`config.mk`:
```
export PLATFORM = sky130hd
export DESIGN_NAME = left_rotator_seq
export DESIGN_NICKNAME = d
export VERILOG_FILES = /design/src/rtl/left_rotator_seq.sv
export SDC_FILE = /design/constraint.sdc
export NUM_CORES = 1
export LEC_CHECK = 0
export CAP_MARGIN = 15
export CORE_ASPECT_RATIO = 2
export CORE_UTILIZATION = 58
export DETAILED_ROUTE_END_ITERATION = 8
export PLACE_DENSITY = 0.86
export SLEW_MARGIN = 20
export SYNTH_ARGS = -nofsm -noshare
export SYNTH_HDL_FRONTEND = slang
export SYNTH_SLANG_ARGS = --single-unit
```
`constraint.sdc`:
```
create_clock -name clk -period 5 [get_ports clk]
set_clock_uncertainty 0.1 [all_clocks]
set_input_delay 0.5 -clock clk [delete_from_list [all_inputs] [get_ports clk]]
set_output_delay 0.5 -clock clk [all_outputs]
set_load 0.03 [all_outputs]
```
`src/rtl/left_rotator_seq.sv`:
```
// Purpose : iterative 32-bit left rotator, one barrel stage (16,8,4,2,1) per clock.
// Latency : accept edge + 5 ROT cycles (fewer with LROT_EARLY_DONE_EN); result then held in DONE.
// Backpr. : valid/ready both sides; no accept while busy, result held until out_ready.
//
// Ports:
//   clk        single clock, rising edge
//   rst_n      synchronous active-low reset
//   in_valid   upstream offers in_data/in_amt
//   in_ready   high only in IDLE
//   in_data    32-bit word to rotate
//   in_amt     left-rotate amount 0..31
//   out_valid  high only in DONE; qualifies out_data
//   out_ready  downstream accepts result
//   out_data   registered rotated word (0 after reset, held in IDLE)
//
// Optional feature macro: LROT_EARLY_DONE_EN
//   When defined, the operation finishes as soon as no lower amount bits remain,
//   and an amount of 0 goes straight from IDLE to DONE. Results are unchanged.

module left_rotator_seq (
    input  logic        clk,
    input  logic        rst_n,
    input  logic        in_valid,
    output logic        in_ready,
    input  logic [31:0] in_data,
    input  logic [4:0]  in_amt,
    output logic        out_valid,
    input  logic        out_ready,
    output logic [31:0] out_data
);

    typedef enum logic [1:0] {
        IDLE = 2'd0,
        ROT  = 2'd1,
        DONE = 2'd2
    } state_t;

    state_t      state;
    state_t      state_nxt;
    logic [31:0] data;
    logic [31:0] data_nxt;
    logic [4:0]  amt;
    logic [4:0]  amt_nxt;
    logic [2:0]  k;
    logic [2:0]  k_nxt;
    logic [31:0] out_q;
    logic [31:0] out_nxt;

    // Single shared rotate path: the stage index picks the rotate distance 2^k
    // and the amount bit that enables it.
    logic [31:0] stage_rot;
    logic        stage_en;
    logic [31:0] stage_res;
    logic        last_stage;

    always_comb begin
        stage_rot = data;
        stage_en  = 1'b0;
        case (k)
            3'd4: begin stage_rot = {data[15:0], data[31:16]}; stage_en = amt[4]; end
            3'd3: begin stage_rot = {data[23:0], data[31:24]}; stage_en = amt[3]; end
            3'd2: begin stage_rot = {data[27:0], data[31:28]}; stage_en = amt[2]; end
            3'd1: begin stage_rot = {data[29:0], data[31:30]}; stage_en = amt[1]; end
            3'd0: begin stage_rot = {data[30:0], data[31]};    stage_en = amt[0]; end
            default: begin
                stage_rot = data;
                stage_en  = 1'b0;
            end
        endcase
    end

    assign stage_res = stage_en ? stage_rot : data;

`ifdef LROT_EARLY_DONE_EN
    // Bits below the current stage still to be applied; when none are set the
    // remaining stages would be no-ops, so the operation can finish now.
    logic [4:0] low_mask;
    assign low_mask   = (5'd1 << k) - 5'd1;
    assign last_stage = (k == 3'd0) || ((amt & low_mask) == 5'd0);
`else
    assign last_stage = (k == 3'd0);
`endif

    always_comb begin
        state_nxt = state;
        data_nxt  = data;
        amt_nxt   = amt;
        k_nxt     = k;
        out_nxt   = out_q;
        in_ready  = 1'b0;
        out_valid = 1'b0;

        case (state)
            IDLE: begin
                in_ready = 1'b1;
                if (in_valid) begin
                    data_nxt  = in_data;
                    amt_nxt   = in_amt;
                    k_nxt     = 3'd4;
                    state_nxt = ROT;
`ifdef LROT_EARLY_DONE_EN
                    // Zero amount: the word is already the answer.
                    if (in_amt == 5'd0) begin
                        out_nxt   = in_data;
                        state_nxt = DONE;
                    end
`endif
                end
            end

            ROT: begin
                data_nxt = stage_res;
                if (last_stage) begin
                    // Capture the final stage output directly so out_data is
                    // valid in the same cycle out_valid rises.
                    out_nxt   = stage_res;
                    state_nxt = DONE;
                end else begin
                    k_nxt = k - 3'd1;
                end
            end

            DONE: begin
                out_valid = 1'b1;
                if (out_ready) begin
                    state_nxt = IDLE;
                end
            end

            default: begin
                state_nxt = IDLE;
            end
        endcase
    end

    always_ff @(posedge clk) begin
        if (!rst_n) begin
            state <= IDLE;
            data  <= 32'd0;
            amt   <= 5'd0;
            k     <= 3'd0;
            out_q <= 32'd0;
        end else begin
            state <= state_nxt;
            data  <= data_nxt;
            amt   <= amt_nxt;
            k     <= k_nxt;
            out_q <= out_nxt;
        end
    end

    assign out_data = out_q;

endmodule

```
==> Word-level counts from Yosys, hierarchy flattened <==
Index checks and enable logic that the tools add are counted.
{ "op_classes": {"addsub": 1, "eq_ne": 10, "muxes": 14, "reduce_logical": 8} }
{ "ops": {"columns": ["operator", "n"], "rows": [
  ["$pmux W32 S5", 1],
  ["$mux W32", 2],
  ["$pmux W32 S2", 1],
  ["$ne A2 B2 Y1 const B", 4],
  ["$eq A3 B2 Y1 const B", 2],
  ["$mux W2", 3],
  ["$mux W3", 2],
  ["$pmux W2 S3", 1],
  ["$pmux W3 S2", 1],
  ["$reduce_and A2 Y1", 3],
  ["$reduce_and A3 Y1", 2],
  ["$pmux W1 S5", 1],
  ["$eq A3 B1 Y1 const B", 1],
  ["$eq A3 B3 Y1 const B", 1],
  ["$logic_not A3 Y1", 1],
  ["$sub A3 B1 Y3 const B", 1],
  ["$eq A2 B1 Y1 const B", 1],
  ["$eq A2 B2 Y1 const B", 1],
  ["$logic_not A2 Y1", 1],
  ["$mux W1", 2],
  ["$reduce_bool A2 Y1", 1]
]} }
{ "totals": {"register_bits": 74, "elab_cells": 38} }

==> Longest topological paths before layout <==
Gate-level depths: netlist of the first run.
{ "logic_depth": {"ltp_word": 4, "depth_mapped": 10, "depth_no_buf": 7} }

==> Least setup slack after synthesis of the first run <==
No wires, ideal clock.
{ "synth_path": {"path_type": "reg2reg", "startpoint": "register k[0]", "endpoint": "register data[13]", "setup_ns": 0.133, "arrival_time_ns": 1.868, "slack_ns": 2.899, "path_stages_with_launch": 9, "path_buffers": 2, "period_less_slack_ns": 2.101, "cell_sequence": "dfxtp_1 inv_1 ha_1 buf_2 a22o_1 or2_1 buf_2 o311ai_0 a21oi_1"} }
{ "synth_between": {"elab_chain_cells": 4, "elab_cells_between_ends": 9, "classes_between": "eq/ne: 4; mux: 4; reduce/logical: 1"} }
{ "synth_lines": {"columns": ["element", "line_no", "source"], "rows": [
  ["start: declaration", "44", "logic [2:0] k;"],
  ["start signal: assignment", "147", "k <= k_nxt;"],
  ["$eq A3 B1 Y1, or another cell as far along", "59", "case (k)"],
  ["$pmux W32 S5 or $pmux W1 S5 (tied branches)", "59", null],
  ["$mux W32 *", "72", "assign stage_res = stage_en ? stage_rot : data;"],
  ["$pmux W32 S2 *", "93", "case (state)"],
  ["end signal: assignment", "145", "data <= data_nxt;"],
  ["end: declaration", "40", "logic [31:0] data;"]
]} }
Every way passes the cells marked *; elsewhere a longest branch is shown, timed or not.
A chain may end at the register's enable or synchronous reset.

==> Worst setup path after layout of the first run <==
{ "layout_path": {"startpoint": "register k[0]", "endpoint": "register data[1]"} }
The elaborated chain is that of the path after synthesis.

==> results of run 1 <==
-- how the worst min path moves through the flow --
stage	start	to	slack [ps]	cells after the start
after floorplan	amt[3]	amt[3]	340	2
after global placement	out_data[15]	out_data[15]	330	2
after detailed placement	amt[3]	amt[3]	350	2
after CTS	out_data[13]	out_data[13]	350	2
after global routing	out_data[15]	out_data[15]	380	2
final	out_data[4]	out_data[4]	350	2
-- cell type report --
type	instances	area share, %
multi-input combinational	435	47.6
sequential	74	27.7
timing repair buffer	83	15.1
clock buffer	10	4.46
clock inverter	6	2.57
tap	92	2.15
inverter	6	0.421
-- power breakdown --
part	internal [mW]	leakage (nW)	total (mW)	switching (mW)
logic	0.217	1.02	0.561	0.344
clock network	0.553	0.183	0.809	0.256
registers	0.656	0.606	0.781	0.125
total	1.43	1.81	2.15	0.725
-- state kept, by name (all words and copies together), names as in the netlist --
name,flops
amt,5
out_data,32
data,32
k,3
state,2
-- cells by family (layout without fill, tap and decap cells) --
logic type	Yosys count	count (layout)	share of synthesized area (%)
mux	8	8	2.08
compound gates	208	208	32.5
fa+ha+maj	5	5	1.44
simple gates	213	213	22.4
xor+xnor	1	1	0.202
flops	74	74	34.1
buf+inv	75	105	7.27
-- stage by stage --
step | utilization [%] | cells | hold WS (ps) | cell area (sq um) | power (mW)
2_1_floorplan | - | 584 | 336 | 4340 | 1.13
3_3_place_gp | 68.4 | 690 | 335 | 4970 | 1.32
3_5_place_dp | 68.4 | 690 | 347 | 4970 | 1.33
4_1_cts | 73.6 | 706 | 353 | 5350 | 2.13
5_1_grt | 73.7 | 706 | 379 | 5360 | 2.22
6_report | 73.7 | 706 | 353 | 5360 | 2.15
-- cells in the final DEF, fill, tap and decap left out, types with 12 or more instances in the layout --
| master | Yosys | layout |
|---|---|---|
| nor2_1 | 16 | 16 |
| o21ai_0 | 29 | 29 |
| and3_1 | 23 | 23 |
| clkdlybuf4s50_1 | 0 | 74 |
| nand2_1 | 96 | 96 |
| nand3_1 | 64 | 63 |
| o22ai_1 | 23 | 23 |
| a21oi_1 | 41 | 40 |
| dfxtp_1 | 74 | 74 |
| o311ai_1 | 12 | 12 |
| a22oi_1 | 64 | 64 |
-- worst max-delay path, cell delays in order, from the launching register on --
cell and delay, ps:
dfxtp_1 350, inv_1 120, ha_1 200, buf_4 480, nand2_1 670, nor2_1 440
mux2_2 370, a21oi_1 180, o22ai_1 100
-- layer usage --
metal,up-vias,track usage [%]
met2,357,64.7
li1,2215,-
met3,84,5.31
met4,0,27.4
met5,-,0
met1,2287,43.2
==> impl_metrics.env, run 1 <==
export IMPL_antenna_left=0
export IMPL_min_path_type="flip-flop to flip-flop"
export IMPL_rrSetupSlack_ps=1800
export IMPL_power_density_nw_per_um2=402
export IMPL_max_slew_worst_pin_slew_ps=1100
export IMPL_drt_vias_per_instance=7.00
export IMPL_vias=4943
export IMPL_yosysUniqueCellTypes=40
export IMPL_die_h_microns=124
export IMPL_regArea_sq_um=1480
export IMPL_cts_tree="done"
export IMPL_ys_ff_latch=74
export IMPL_routed_wl_mm=15.1
export IMPL_initial_utilization_pct=59.7
export IMPL_htreeDepth=3
export IMPL_wl_met2_mm=7.68
export IMPL_final_setup_viol_count=0
export IMPL_cts_repair_resized=0
export IMPL_synth_cells=584
export IMPL_yosysSeqAreaShare_pct=34.1
export IMPL_holdBufCountCts=0
export IMPL_cp_max_fo=51
export IMPL_fin_crit_sh_pct=63.9
export IMPL_crit_end="data[1]"
export IMPL_finalSetupTns_ps=0
export IMPL_slew_headroom_pct=26.8
export IMPL_dr_first_iter_drc_count=674
export IMPL_crit_start="k[0]"
export IMPL_async_flop_share_pct=0
export IMPL_finalHoldViolCount=0
export IMPL_r2r_start="k[0]"
export IMPL_drc=2
export IMPL_clk_pin_slew_ps=60
export IMPL_root_buffer="clkbuf_16"
export IMPL_grt_pass1_wl_mm=23.7
export IMPL_ys_flop_type="dfxtp_1"
export IMPL_multi_input_area_sq_um=2550
export IMPL_status="finished with violations"
export IMPL_overflow=0
export IMPL_netlist_area_sq_um=4340
export IMPL_post_place_ws_ps=1930
export IMPL_crit_arrival_ps=3280
export IMPL_required_ps=5080
export IMPL_antenna_found_initial=0
export IMPL_drive_gt1_share_pct=6.51
export IMPL_core_area_sq_um=7270
export IMPL_maxCapViolCount=0
export IMPL_fp_dieArea_sq_um=7850
export IMPL_rsz0062_at_grt="false"
export IMPL_post_cts_repair_setup_buffers=0
export IMPL_grt_pass1_vias=4532
export IMPL_setup_ws_ps=1800
export IMPL_fin_crit_ps=3200
export IMPL_p_leak_nw=1.81
export IMPL_antenna_cells=0
export IMPL_hpwl_mm=9.68
export IMPL_clockBufferDepth=2
export IMPL_yosysMostFrequentCell="nand2_1"
export IMPL_cp_start_kind="flip-flop"
export IMPL_drtPass1Iterations=9
export IMPL_maxUsedRoutingLayer="met4"
export IMPL_wl_met1_mm=5.35
export IMPL_violations="DRC"
export IMPL_area_growth_pct=23.4
export IMPL_fin_nets=655
export IMPL_rr_endpoint="data[1]"
export IMPL_numClockSinks=74
export IMPL_die_w_microns=63.2
export IMPL_synthTopCellsByCount="nand2_1, dfxtp_1, a22oi_1, nand3_1"
export IMPL_row_count=44
export IMPL_grt_start_max_net_pins=60
export IMPL_io_pins=75
export IMPL_clock_fmax_mhz=313
export IMPL_finalMaxSlewViolations=0
export IMPL_fillCellCount=605
export IMPL_avgSynthCellArea_sq_um=7.43
export IMPL_yosysWarnings=0
export IMPL_cp_end_kind="flip-flop"
export IMPL_synthesis_nets=630
export IMPL_insertion_delay_ps=340
export IMPL_yosysTopAreaCell="dfxtp_1"
export IMPL_synthTopCellsByArea="dfxtp_1, a22oi_1, nand2_1"
export IMPL_routedWlPerCell_microns=21.4
export IMPL_synth_top_area_share_pct=34.1
export IMPL_cts_buffers=9
export IMPL_synth_edf_count=0
export IMPL_ir_drop_uv=309
export IMPL_met3WireLength_mm=1.20
export IMPL_gp_congestion=0.978
export IMPL_worstSetupPathType="flip-flop to flip-flop"
export IMPL_portBuffers=74
export IMPL_grtUsageTotal_pct=38.4
export IMPL_reg2regPathDepth=8
No activity file was read; power rests on OpenSTA's default activity.
==> run 2, diff against run 1 <==
--- a/config.mk
+++ b/config.mk
@@ -7,9 +7,9 @@
 export LEC_CHECK = 0
 export CAP_MARGIN = 15
 export CORE_ASPECT_RATIO = 2
-export CORE_UTILIZATION = 58
+export CORE_UTILIZATION = 54
 export DETAILED_ROUTE_END_ITERATION = 8
-export PLACE_DENSITY = 0.86
+export PLACE_DENSITY = 0.81
 export SLEW_MARGIN = 20
 export SYNTH_ARGS = -nofsm -noshare
 export SYNTH_HDL_FRONTEND = slang
==> constraint.sdc (replaced) <==
create_clock -name clk -period 3.05 [get_ports clk]
set_clock_uncertainty 0.1 [all_clocks]
set_input_delay 0.305 -clock clk [delete_from_list [all_inputs] [get_ports clk]]
set_output_delay 0.305 -clock clk [all_outputs]
set_load 0.03 [all_outputs]
==> run 2 against run 1 <==
The run now ends clean. Routed wire length increased by 6.6%. First-iteration DRC count is 8.6% lower. Register-to-register slack got worse by 1400 ps. Setup slack worse by 1400 ps. Total power increased by 54%. Sequential power up 65%. Sequential cell count stayed put. Critical path type unchanged. Largest cell class unchanged.
==> impl_metrics.env, run 2 (synthesis gave the netlist of run 1 again) <==
export IMPL_cp_start_kind="flip-flop"
export IMPL_finalSetupTns_ps=0
export IMPL_dr_first_iter_drc_count=616
export IMPL_reg2regPathDepth=7
export IMPL_cts_repair_resized=0
export IMPL_cts_tree="done"
export IMPL_crit_buf_inv=2
export IMPL_swShare_pct=36.2
export IMPL_r2r_start="k[0]"
export IMPL_cts_buffers=9
export IMPL_status="completed"
export IMPL_power_frac_clock_pct=32.3
export IMPL_p_comb_share_pct=28.6
export IMPL_finalHoldViolCount=0
export IMPL_grt_start_max_net_pins=48
export IMPL_overflow=0
export IMPL_fin_crit_sh_pct=85.1
export IMPL_min_path_type="flip-flop to flip-flop"
export IMPL_design_area_sq_um=5380
export IMPL_antenna_found_initial=0
export IMPL_row_count=45
export IMPL_routedWlPerCell_microns=22.3
export IMPL_final_common_cell="nand2_1"
export IMPL_slew_headroom_pct=27.0
export IMPL_placed_cell_area_sq_um=5080
export IMPL_area_growth_pct=24.0
export IMPL_critPathTopFamily="compound AO/OA/AOI/OAI gates"
export IMPL_insertion_delay_ps=350
export IMPL_root_buffer="clkbuf_16"
export IMPL_core_area_sq_um=7660
export IMPL_antenna_left=0
export IMPL_die_h_microns=129
export IMPL_holdBufCountCts=0
export IMPL_antenna_cells=0
export IMPL_p_leak_nw=1.84
export IMPL_power_density_nw_per_um2=615
export IMPL_switchingPower_mw=1.20
export IMPL_max_slew_worst_pin_slew_ps=1090
export IMPL_grt_pass1_vias=4866
export IMPL_max_stage_delay_ps=450
export IMPL_finalMaxSlewViolations=0
export IMPL_ir_drop_uv=464
export IMPL_gp_congestion=0.945
export IMPL_vias=4975
export IMPL_die_w_microns=65.4
export IMPL_portBuffers=74
export IMPL_fin_crit_ps=2600
export IMPL_internal_power_mw=2.11
export IMPL_fp_dieArea_sq_um=8420
export IMPL_worstSetupPathType="flip-flop to flip-flop"
export IMPL_routed_wl_mm=16.1
export IMPL_cp_end_kind="flip-flop"
export IMPL_maxCapViolCount=0
export IMPL_fin_nets=669
export IMPL_crit_chain="inv_1 -> ha_1 -> a22o_1 -> or2_1 -> buf_4 -> o311ai_0 -> o21ai_0"
export IMPL_clockBufferDepth=2
export IMPL_rsz0062_at_grt="false"
export IMPL_drtPass1Iterations=6
export IMPL_holdPathStages=2
export IMPL_setup_ws_ps=454
export IMPL_required_ps=3160
export IMPL_crit_arrival_ps=2710
export IMPL_grtUsageTotal_pct=39.4
export IMPL_drt_vias_per_instance=6.89
export IMPL_worst_path_stages=7
export IMPL_drive_gt1_share_pct=8.12
export IMPL_layout_common_cells="nand2_1, dfxtp_1, clkdlybuf4s50_1"
export IMPL_hold_path_startpoint="out_data[12]"
export IMPL_cp_slowest_cell="or2_1"
export IMPL_drc=0
export IMPL_clk_pin_slew_ps=60
export IMPL_numClockSinks=74
export IMPL_htreeDepth=3
export IMPL_hold_ws_ps=349
export IMPL_post_place_ws_ps=481
export IMPL_initial_utilization_pct=56.7
export IMPL_final_setup_viol_count=0
export IMPL_power_mw=3.31
export IMPL_seqPwrFrac_pct=39.0
export IMPL_hpwl_mm=10.9
export IMPL_grt_pass1_wl_mm=25.1
export IMPL_post_cts_repair_setup_buffers=0
export IMPL_cp_max_fo=15
export IMPL_io_pins=75
export IMPL_crit_start="k[0]"
export IMPL_clock_fmax_mhz=385
==> run 2: cell count changes in the layout (fill, tap and decap cells not counted) <==
cell,before,now
nand3_1,63,64
clkbuf_1,0,2
buf_4,9,23
clkinv_2,0,1
clkinv_4,2,1
bufinv_16,4,1
clkinvlp_4,0,1
nand3_2,1,0
==> run 2: cell type report <==
| class | count | area [sq um] |
|---|---|---|
| timing repair buffer | 97 | 913 |
| clock inverter | 4 | 51.3 |
| sequential | 74 | 1480 |
| clock buffer | 12 | 246 |
| fill | 661 | 2280 |
| multi-input combinational | 435 | 2550 |
| tap | 94 | 118 |
| inverter | 6 | 22.5 |
==> run 2: through the flow <==
stage | utilization (%) | instances
2_1_floorplan | - | 584
3_3_place_gp | 66.4 | 706
3_5_place_dp | 66.4 | 706
4_1_cts | 70.2 | 722
5_1_grt | 70.2 | 722
6_report | 70.2 | 722
==> run 2: path summary, 6_finish.rpt <==
check	to	slack, ps
worst min-delay path	out_data[12]	350
worst min register to register	out_data[12]	350
worst max register to register	out_data[6]	450
worst max-delay path	out_data[6]	450
==> run 2: power by group through the flow <==
stage | clock (mW) | combinational (mW) | sequential, mW
6_report | 1.07 | 0.946 | 1.29
5_1_grt | 1.11 | 1.02 | 1.30
4_1_cts | 1.06 | 0.929 | 1.27
3_5_place_dp | 0 | 0.923 | 1.29
3_3_place_gp | 0 | 0.902 | 1.29
2_1_floorplan | 0 | 0.601 | 1.24
==> run 2: worst register-to-register path, delay by kind of cell (launching register included) <==
family,cells,cell delay [ps]
compound gates,3,890
fa+ha+maj,1,250
buf+inv,2,380
flops,1,390
simple gates,1,460
==> run 2: metal layers <==
metal / GRT usage (%) / vias to the layer above / part of all wire, % / wire [microns]
li1: - / 2242 / - / -
met2: 68.6 / 337 / 51 / 8280
met3: 7.62 / 78 / 7.7 / 1240
met4: 24.6 / 0 / 6.2 / 999
met5: 0 / - / 0 / 0
met1: 42.5 / 2318 / 35 / 5580
